$ cat src/rtl/tag_array_nway_if.sv
// Bus bundle for tag_array_nway.
// master: cache controller side (drives lookup/fill/flush requests).
// slave : tag array side (returns hit, victim and flush status).
//   index/lookup_tag          -> set and tag for the combinational lookup
//   hit/hit_way               <- lookup result (hit forced 0 while busy)
//   victim_way/valid/dirty/tag<- replacement candidate of the indexed set
//   access_en/dirty_en        -> on a hit: make hit_way MRU / mark it dirty
//   fill_en/way/tag/dirty     -> install a tag into a way of the indexed set
//   flush_req/busy/flush_done -> invalidate-all handshake
interface tag_array_nway_if #(
    parameter int WAYS    = 2,
    parameter int INDEX_W = 5,
    parameter int TAG_W   = 22
);
    localparam int WAY_W = $clog2(WAYS);

    logic [INDEX_W-1:0] index;
    logic [TAG_W-1:0]   lookup_tag;
    logic               hit;
    logic [WAY_W-1:0]   hit_way;
    logic [WAY_W-1:0]   victim_way;
    logic               victim_valid;
    logic               victim_dirty;
    logic [TAG_W-1:0]   victim_tag;
    logic               access_en;
    logic               dirty_en;
    logic               fill_en;
    logic [WAY_W-1:0]   fill_way;
    logic [TAG_W-1:0]   fill_tag;
    logic               fill_dirty;
    logic               flush_req;
    logic               busy;
    logic               flush_done;

    modport master (
        output index, lookup_tag, access_en, dirty_en, fill_en, fill_way,
               fill_tag, fill_dirty, flush_req,
        input  hit, hit_way, victim_way, victim_valid, victim_dirty,
               victim_tag, busy, flush_done
    );

    modport slave (
        input  index, lookup_tag, access_en, dirty_en, fill_en, fill_way,
               fill_tag, fill_dirty, flush_req,
        output hit, hit_way, victim_way, victim_valid, victim_dirty,
               victim_tag, busy, flush_done
    );
endinterface

$ cat src/rtl/tag_array_nway.sv
// Set-associative tag store with per-set tree pseudo-LRU and a
// one-set-per-cycle flush engine.
// Ports:
//   clk  - rising-edge clock
//   rst  - asynchronous active-high reset
//   bus  - tag_array_nway_if.slave (lookup, victim, fill, flush signals)
// Lookup and victim selection are combinational from the current array
// state; fills, dirty marking and PLRU updates land on the next edge.
module tag_array_nway #(
    parameter int WAYS    = 2,
    parameter int INDEX_W = 5,
    parameter int TAG_W   = 22
) (
    input  logic             clk,
    input  logic             rst,
    tag_array_nway_if.slave  bus
);
    localparam int WAY_W = $clog2(WAYS);
    localparam int SETS  = 1 << INDEX_W;

    typedef enum logic [1:0] {IDLE, FLUSH, DONE} state_e;

    state_e             state_q, state_d;
    logic [INDEX_W-1:0] cnt_q, cnt_d;

    logic [WAYS-1:0][TAG_W-1:0] tag_q   [SETS];
    logic [WAYS-1:0][TAG_W-1:0] tag_d   [SETS];
    logic [WAYS-1:0]            valid_q [SETS];
    logic [WAYS-1:0]            valid_d [SETS];
    logic [WAYS-1:0]            dirty_q [SETS];
    logic [WAYS-1:0]            dirty_d [SETS];
    // Three tree bits per set; for 2 ways only bit 0 is ever written.
    logic [2:0]                 plru_q  [SETS];
    logic [2:0]                 plru_d  [SETS];

    logic             busy;
    logic [WAYS-1:0]  match;
    logic             hit;
    logic [WAY_W-1:0] hit_way;
    logic [WAY_W-1:0] victim_way;

    // Point the tree away from the way just used.
    function automatic logic [2:0] plru_touch(input logic [2:0] p, input logic [1:0] w);
        logic [2:0] r;
        r = p;
        if (WAYS == 2) begin
            r[0] = ~w[0];
        end else if (!w[1]) begin
            r[0] = 1'b1;
            r[1] = ~w[0];
        end else begin
            r[0] = 1'b0;
            r[2] = ~w[0];
        end
        return r;
    endfunction

    function automatic logic [1:0] plru_victim(input logic [2:0] p);
        if (WAYS == 2) return {1'b0, p[0]};
        return p[0] ? {1'b1, p[2]} : {1'b0, p[1]};
    endfunction

    assign busy = (state_q == FLUSH);

    // Read path
    always_comb begin
        match      = '0;
        hit_way    = '0;
        victim_way = WAY_W'(plru_victim(plru_q[bus.index]));
        for (int w = 0; w < WAYS; w++)
            match[w] = valid_q[bus.index][w] && (tag_q[bus.index][w] == bus.lookup_tag);
        hit = (|match) && !busy;
        for (int w = WAYS - 1; w >= 0; w--) begin
            if (match[w] && !busy) hit_way = WAY_W'(w);
            if (!valid_q[bus.index][w]) victim_way = WAY_W'(w);
        end
    end

    assign bus.hit          = hit;
    assign bus.hit_way      = hit_way;
    assign bus.victim_way   = victim_way;
    assign bus.victim_valid = valid_q[bus.index][victim_way];
    assign bus.victim_dirty = dirty_q[bus.index][victim_way];
    assign bus.victim_tag   = tag_q[bus.index][victim_way];
    assign bus.busy         = busy;
    assign bus.flush_done   = (state_q == DONE);

    // Next state: flush engine first; request-side writes only when not busy
    always_comb begin
        state_d = state_q;
        cnt_d   = cnt_q;
        tag_d   = tag_q;
        valid_d = valid_q;
        dirty_d = dirty_q;
        plru_d  = plru_q;

        case (state_q)
            IDLE: begin
                if (bus.flush_req) begin
                    state_d = FLUSH;
                    cnt_d   = '0;
                end
            end
            FLUSH: begin
                valid_d[cnt_q] = '0;
                dirty_d[cnt_q] = '0;
                plru_d[cnt_q]  = '0;
                cnt_d          = cnt_q + 1'b1;
                if (cnt_q == INDEX_W'(SETS - 1)) state_d = DONE;
            end
            DONE:    state_d = IDLE;
            default: state_d = IDLE;
        endcase

        if (!busy) begin
            if (bus.fill_en) begin
                tag_d[bus.index][bus.fill_way]   = bus.fill_tag;
                valid_d[bus.index][bus.fill_way] = 1'b1;
                dirty_d[bus.index][bus.fill_way] = bus.fill_dirty;
                plru_d[bus.index] = plru_touch(plru_q[bus.index], 2'(bus.fill_way));
            end else if (hit) begin
                if (bus.access_en)
                    plru_d[bus.index] = plru_touch(plru_q[bus.index], 2'(hit_way));
                if (bus.dirty_en)
                    dirty_d[bus.index][hit_way] = 1'b1;
            end
        end
    end

    always_ff @(posedge clk or posedge rst) begin
        if (rst) begin
            state_q <= IDLE;
            cnt_q   <= '0;
            for (int s = 0; s < SETS; s++) begin
                tag_q[s]   <= '0;
                valid_q[s] <= '0;
                dirty_q[s] <= '0;
                plru_q[s]  <= '0;
            end
        end else begin
            state_q <= state_d;
            cnt_q   <= cnt_d;
            tag_q   <= tag_d;
            valid_q <= valid_d;
            dirty_q <= dirty_d;
            plru_q  <= plru_d;
        end
    end
endmodule
$ cat src/flat_wrapper.sv
// flat-port wrapper written by rule: the top's interface ports become plain ports
module tag_array_nway_flat 
#(
    parameter int WAYS    = 2,
    parameter int INDEX_W = 5,
    parameter int TAG_W   = 22
)
  (clk, rst, bus_index, bus_lookup_tag, bus_access_en, bus_dirty_en, bus_fill_en, bus_fill_way, bus_fill_tag, bus_fill_dirty, bus_flush_req, bus_hit, bus_hit_way, bus_victim_way, bus_victim_valid, bus_victim_dirty, bus_victim_tag, bus_busy, bus_flush_done);
  tag_array_nway_if #(.WAYS(WAYS), .INDEX_W(INDEX_W), .TAG_W(TAG_W)) bus_i ();
  input  logic clk;
  input  logic rst;
  input wire logic [$bits(bus_i.index)-1:0] bus_index;
  input wire logic [$bits(bus_i.lookup_tag)-1:0] bus_lookup_tag;
  input wire logic [$bits(bus_i.access_en)-1:0] bus_access_en;
  input wire logic [$bits(bus_i.dirty_en)-1:0] bus_dirty_en;
  input wire logic [$bits(bus_i.fill_en)-1:0] bus_fill_en;
  input wire logic [$bits(bus_i.fill_way)-1:0] bus_fill_way;
  input wire logic [$bits(bus_i.fill_tag)-1:0] bus_fill_tag;
  input wire logic [$bits(bus_i.fill_dirty)-1:0] bus_fill_dirty;
  input wire logic [$bits(bus_i.flush_req)-1:0] bus_flush_req;
  output wire logic [$bits(bus_i.hit)-1:0] bus_hit;
  output wire logic [$bits(bus_i.hit_way)-1:0] bus_hit_way;
  output wire logic [$bits(bus_i.victim_way)-1:0] bus_victim_way;
  output wire logic [$bits(bus_i.victim_valid)-1:0] bus_victim_valid;
  output wire logic [$bits(bus_i.victim_dirty)-1:0] bus_victim_dirty;
  output wire logic [$bits(bus_i.victim_tag)-1:0] bus_victim_tag;
  output wire logic [$bits(bus_i.busy)-1:0] bus_busy;
  output wire logic [$bits(bus_i.flush_done)-1:0] bus_flush_done;
  assign bus_i.index = bus_index;
  assign bus_i.lookup_tag = bus_lookup_tag;
  assign bus_i.access_en = bus_access_en;
  assign bus_i.dirty_en = bus_dirty_en;
  assign bus_i.fill_en = bus_fill_en;
  assign bus_i.fill_way = bus_fill_way;
  assign bus_i.fill_tag = bus_fill_tag;
  assign bus_i.fill_dirty = bus_fill_dirty;
  assign bus_i.flush_req = bus_flush_req;
  assign bus_hit = bus_i.hit;
  assign bus_hit_way = bus_i.hit_way;
  assign bus_victim_way = bus_i.victim_way;
  assign bus_victim_valid = bus_i.victim_valid;
  assign bus_victim_dirty = bus_i.victim_dirty;
  assign bus_victim_tag = bus_i.victim_tag;
  assign bus_busy = bus_i.busy;
  assign bus_flush_done = bus_i.flush_done;
  tag_array_nway #(.WAYS(WAYS), .INDEX_W(INDEX_W), .TAG_W(TAG_W)) u_core (.clk(clk), .rst(rst), .bus(bus_i));
endmodule
$ cat config.mk
export PLATFORM = sky130hd
export DESIGN_NAME = tag_array_nway_flat
export DESIGN_NICKNAME = d
export VERILOG_FILES = /design/src/rtl/tag_array_nway_if.sv /design/src/rtl/tag_array_nway.sv /design/src/flat_wrapper.sv
export SDC_FILE = /design/constraint.sdc
export NUM_CORES = 2
export LEC_CHECK = 0
export ABC_AREA = 1
export BUFFER_PORTS_ARGS = -buffer_cell sky130_fd_sc_hd__clkbuf_2
export CAP_MARGIN = 40
export CORE_MARGIN = 2
export CORE_UTILIZATION = 30
export DETAILED_ROUTE_END_ITERATION = 10
export SYNTH_ARGS = -nofsm -noshare
export SYNTH_HDL_FRONTEND = slang
export SYNTH_SLANG_ARGS = --single-unit
$ cat constraint.sdc
create_clock -name clk -period 93 [get_ports clk]
set_clock_uncertainty 0.05 [all_clocks]
set_input_delay 18.6 -clock clk [delete_from_list [all_inputs] [get_ports clk]]
set_output_delay 18.6 -clock clk [all_outputs]
set_load 0.05 [all_outputs]
==> results.txt <==
Power Total - 0.00191 W
Per-cell routed wire length - 20.8 µm
Routed Antenna Nets - 0
Area delta synth->final - 13.0%
VDD IR max - 20.8 µV
Worst-case clock buffer depth - 3
Sequential share of power - 43.1%
HPWL after DPL - 167 mm
Slew Viols, Final - 0
Initial antenna violation count - 14
Post-synthesis cell count - 10400
Combinational group share of total power - 19.5%
Synthesized net count - 10500
Die area - 258000 µm²
Total gr overflow - 0
CTS clk-pin slew, worst paths - 60 ps
Period utilization - 46.1%
Vias - 69300
IO Port Bufs - 85
Drt total wl - 284 mm
Synth Area in Compound Gates - 12.6%
CP Capture Type - output port
CP max FO - 87
Largest net degree at the start of global routing - 179
Final instance area - 86100 µm²
Routability cong. - 0.987
Max-Cap Viols - 0
Final setup viols - 0
Most frequent cells in the layout - nand2_1 (5158), dfrtp_1 (1575), o21ai_0 (1528), nor2_1 (415), nand3_1 (301)
Sequential area share after synthesis - 51.7%
Initial DRC Count - 7913
Worst hold path type - flip-flop to flip-flop
EDFF count, synth - 0
Adder-Cell Fraction of Synth Area - 0.0820%
Initial Utilization - 30.1%
Post-CTS Hold Buffers - 0
I/O pin total - 86
LEAKAGE - 42.1 nW
Minimum hold slack - 430 ps
CP bufs+invs - 5
Post-synthesis xor/xnor area fraction - 0.0115%
Yosys warns - 0
Die Height - 508 µm
Row Count - 185
Crit-path most repeated cell - nand2_1
Clock Sinks - 1575
Slew margin rel. - 28.7%
Final hold vios - 0
Status - completed
P per Cell Area - 22.2 nW/µm²
Switching share of power - 32.2%
First-pass GRT wire length - 429 mm
Total GRT Usage - 21.8%
Synth Flop Type - dfrtp_1
Mux contribution to synthesized area - 0%
Syn Area/Cell - 7.31 µm²
FF+latch count, synth - 1575
Pre-antenna DRT Iters - 8
Post-Synth Simple-Gate Area - 30.4%
Slowest CP cell - buf_4
Critical path arrival - 24180 ps
CTS tree - built
H-tree Lvls - 4
Switching pwr - 0.000616 W
Total core area - 253000 µm²
Largest family of logic cells by synthesized area - simple AND/OR/NAND/NOR gates
Asr flop ratio synth - 100%
Slew @ Worst Pin - 1070 ps
RSZ-0062 raised after global routing - false
Area post-placement - 80200 µm²
CP delay by family, top - buffers and inverters
Root Buffer - clkbuf_16
Crit start category - input port
Cell Count, Final, Fillers Out - 13600
Cells after DPL - 13300
Vias per cell - 5.08
Post-synth cell types - 35
TritonCTS Buffers - 175
Worst endpoint required time - 74350 ps
Resize count post-CTS - 0
Die Wd - 508 µm
Fmax - 23.3 MHz
Proportion of layout cells with a drive suffix above 1 - 6.39%
Min Tclk post-route - 42830 ps
Setup TNS - 0 ps
Vias in the first global route - 65100
Post-Syn Area - 76300 µm²
Worst-Skew Late Latency - 850 ps
Most common cell after layout, fill and taps aside - nand2_1
Clock Power Share - 37.4%
Internal Power - 0.00130 W
Layout Nets - 10200
Worst-path cell chain - buf_8, inv_12, nor2_4, buf_4, buf_4, nand2_1, nand3_1, nand2_1, nand2_1, nor2_1, nand3_1, nand2_1, nor2_1, nand2_1, nor2_1, nand3_2, a21oi_1, clkbuf_2
Postcts setup bufs - 0
Critical Path Max Stage Delay - 800 ps
DRC Markers - 0
CP Class - input port to output port
synth_stat cells, types with 2 or more instances:
library cell / n / area [µm²]
nand2_1: 5186 / 19500
dfrtp_1: 1575 / 39400
o21ai_0: 1528 / 7650
clkbuf_1: 574 / 2150
nor2_1: 416 / 1560
nand3_1: 301 / 1510
inv_1: 201 / 754
buf_2: 136 / 681
a21oi_1: 129 / 646
nand4_1: 65 / 407
a31oi_1: 55 / 344
buf_1: 44 / 165
a22oi_1: 32 / 240
nor3_1: 26 / 130
clkinv_1: 24 / 90.1
o21ai_1: 24 / 120
o22ai_1: 17 / 106
o221ai_1: 16 / 140
o31ai_1: 16 / 120
inv_2: 15 / 56.3
a211o_1: 13 / 114
o211ai_1: 13 / 97.6
ha_1: 5 / 62.6
a221oi_1: 4 / 35.0
nor3_2: 4 / 40.0
a22o_1: 3 / 26.3
buf_4: 3 / 22.5
nand2_2: 3 / 18.8
nand3_2: 3 / 30.0
buf_6: 2 / 22.5
inv_4: 2 / 12.5
layout make-up:
cell class | count | area (µm²)
antenna | 8 | 20.0
inverter | 242 | 958
fill | 27000 | 167000
clock buffer | 250 | 5150
sequential | 1575 | 39400
tap | 3366 | 4210
clock inverter | 62 | 747
multi-input combinational | 7863 | 33000
timing repair buffer | 282 | 2600
per-layer routing:
| layer | global-route usage (%) | wire length, µm | vias up |
|---|---|---|---|
| li1 | - | - | 32600 |
| met2 | 32.6 | 122000 | 2907 |
| met5 | 0 | 0 | - |
| met3 | 3.62 | 23300 | 540 |
| met1 | 30.3 | 124000 | 33300 |
| met4 | 10.8 | 14800 | 0 |
path summary, 6_finish.rpt:
path	startpoint	to	slack, ps	cells after the start
min in group asynchronous	rst	u_core.dirty_q[12]	17790	2
max in group asynchronous	rst	u_core.tag_q[941]	70230	10
min	u_core.tag_q[485]	u_core.tag_q[485]	430	2
max	bus_index[1]	bus_hit	50170	18
max reg2reg	u_core.tag_q[1324]	u_core.plru_q[0]	88530	23
min reg2reg	u_core.tag_q[485]	u_core.tag_q[485]	430	2
sequential cells by signal (all words and copies together) (netlist names):
register and count:
u_core.tag_q 1408, u_core.dirty_q 64, u_core.valid_q 64, u_core.plru_q 32
u_core.cnt_q 5, u_core.state_q 2
cells by family (layout without fill, tap and decap cells):
logic type                 count (synthesis)  after routing
and+or+nand+nor                         6006           6006
AOI/OAI and AO/OA                       1851           1851
DFF                                     1575           1575
buffers and inverters                   1001            836
adders and majority gates                  5              5
xor gates and xnor gates                   1              1
other                                      0              8
through the flow:
| stage | setup slack, ps | utilization [%] |
|---|---|---|
| 2_1_floorplan | 29910 | - |
| 3_3_place_gp | 50240 | 31.3 |
| 3_5_place_dp | 50270 | 31.7 |
| 4_1_cts | 50250 | 34.0 |
| 5_1_grt | 49920 | 34.0 |
| 6_report | 50170 | 34.0 |
power groups by stage:
stage	registers [W]	clock network (W)	logic [W]
floorplan	0.000829	0	0.000256
global placement	0.000834	0	0.000360
detailed placement	0.000835	0	0.000367
CTS	0.000824	0.000726	0.000368
global route	0.000835	0.000752	0.000415
finish	0.000826	0.000716	0.000373
worst register-to-register path: cells and delay by family, from the launching register on:
kind          cells  cell delay (ps)
buf+inv           2              650
simple gates     21             3310
flops             1              390
(Power assumes the default switching activity.)
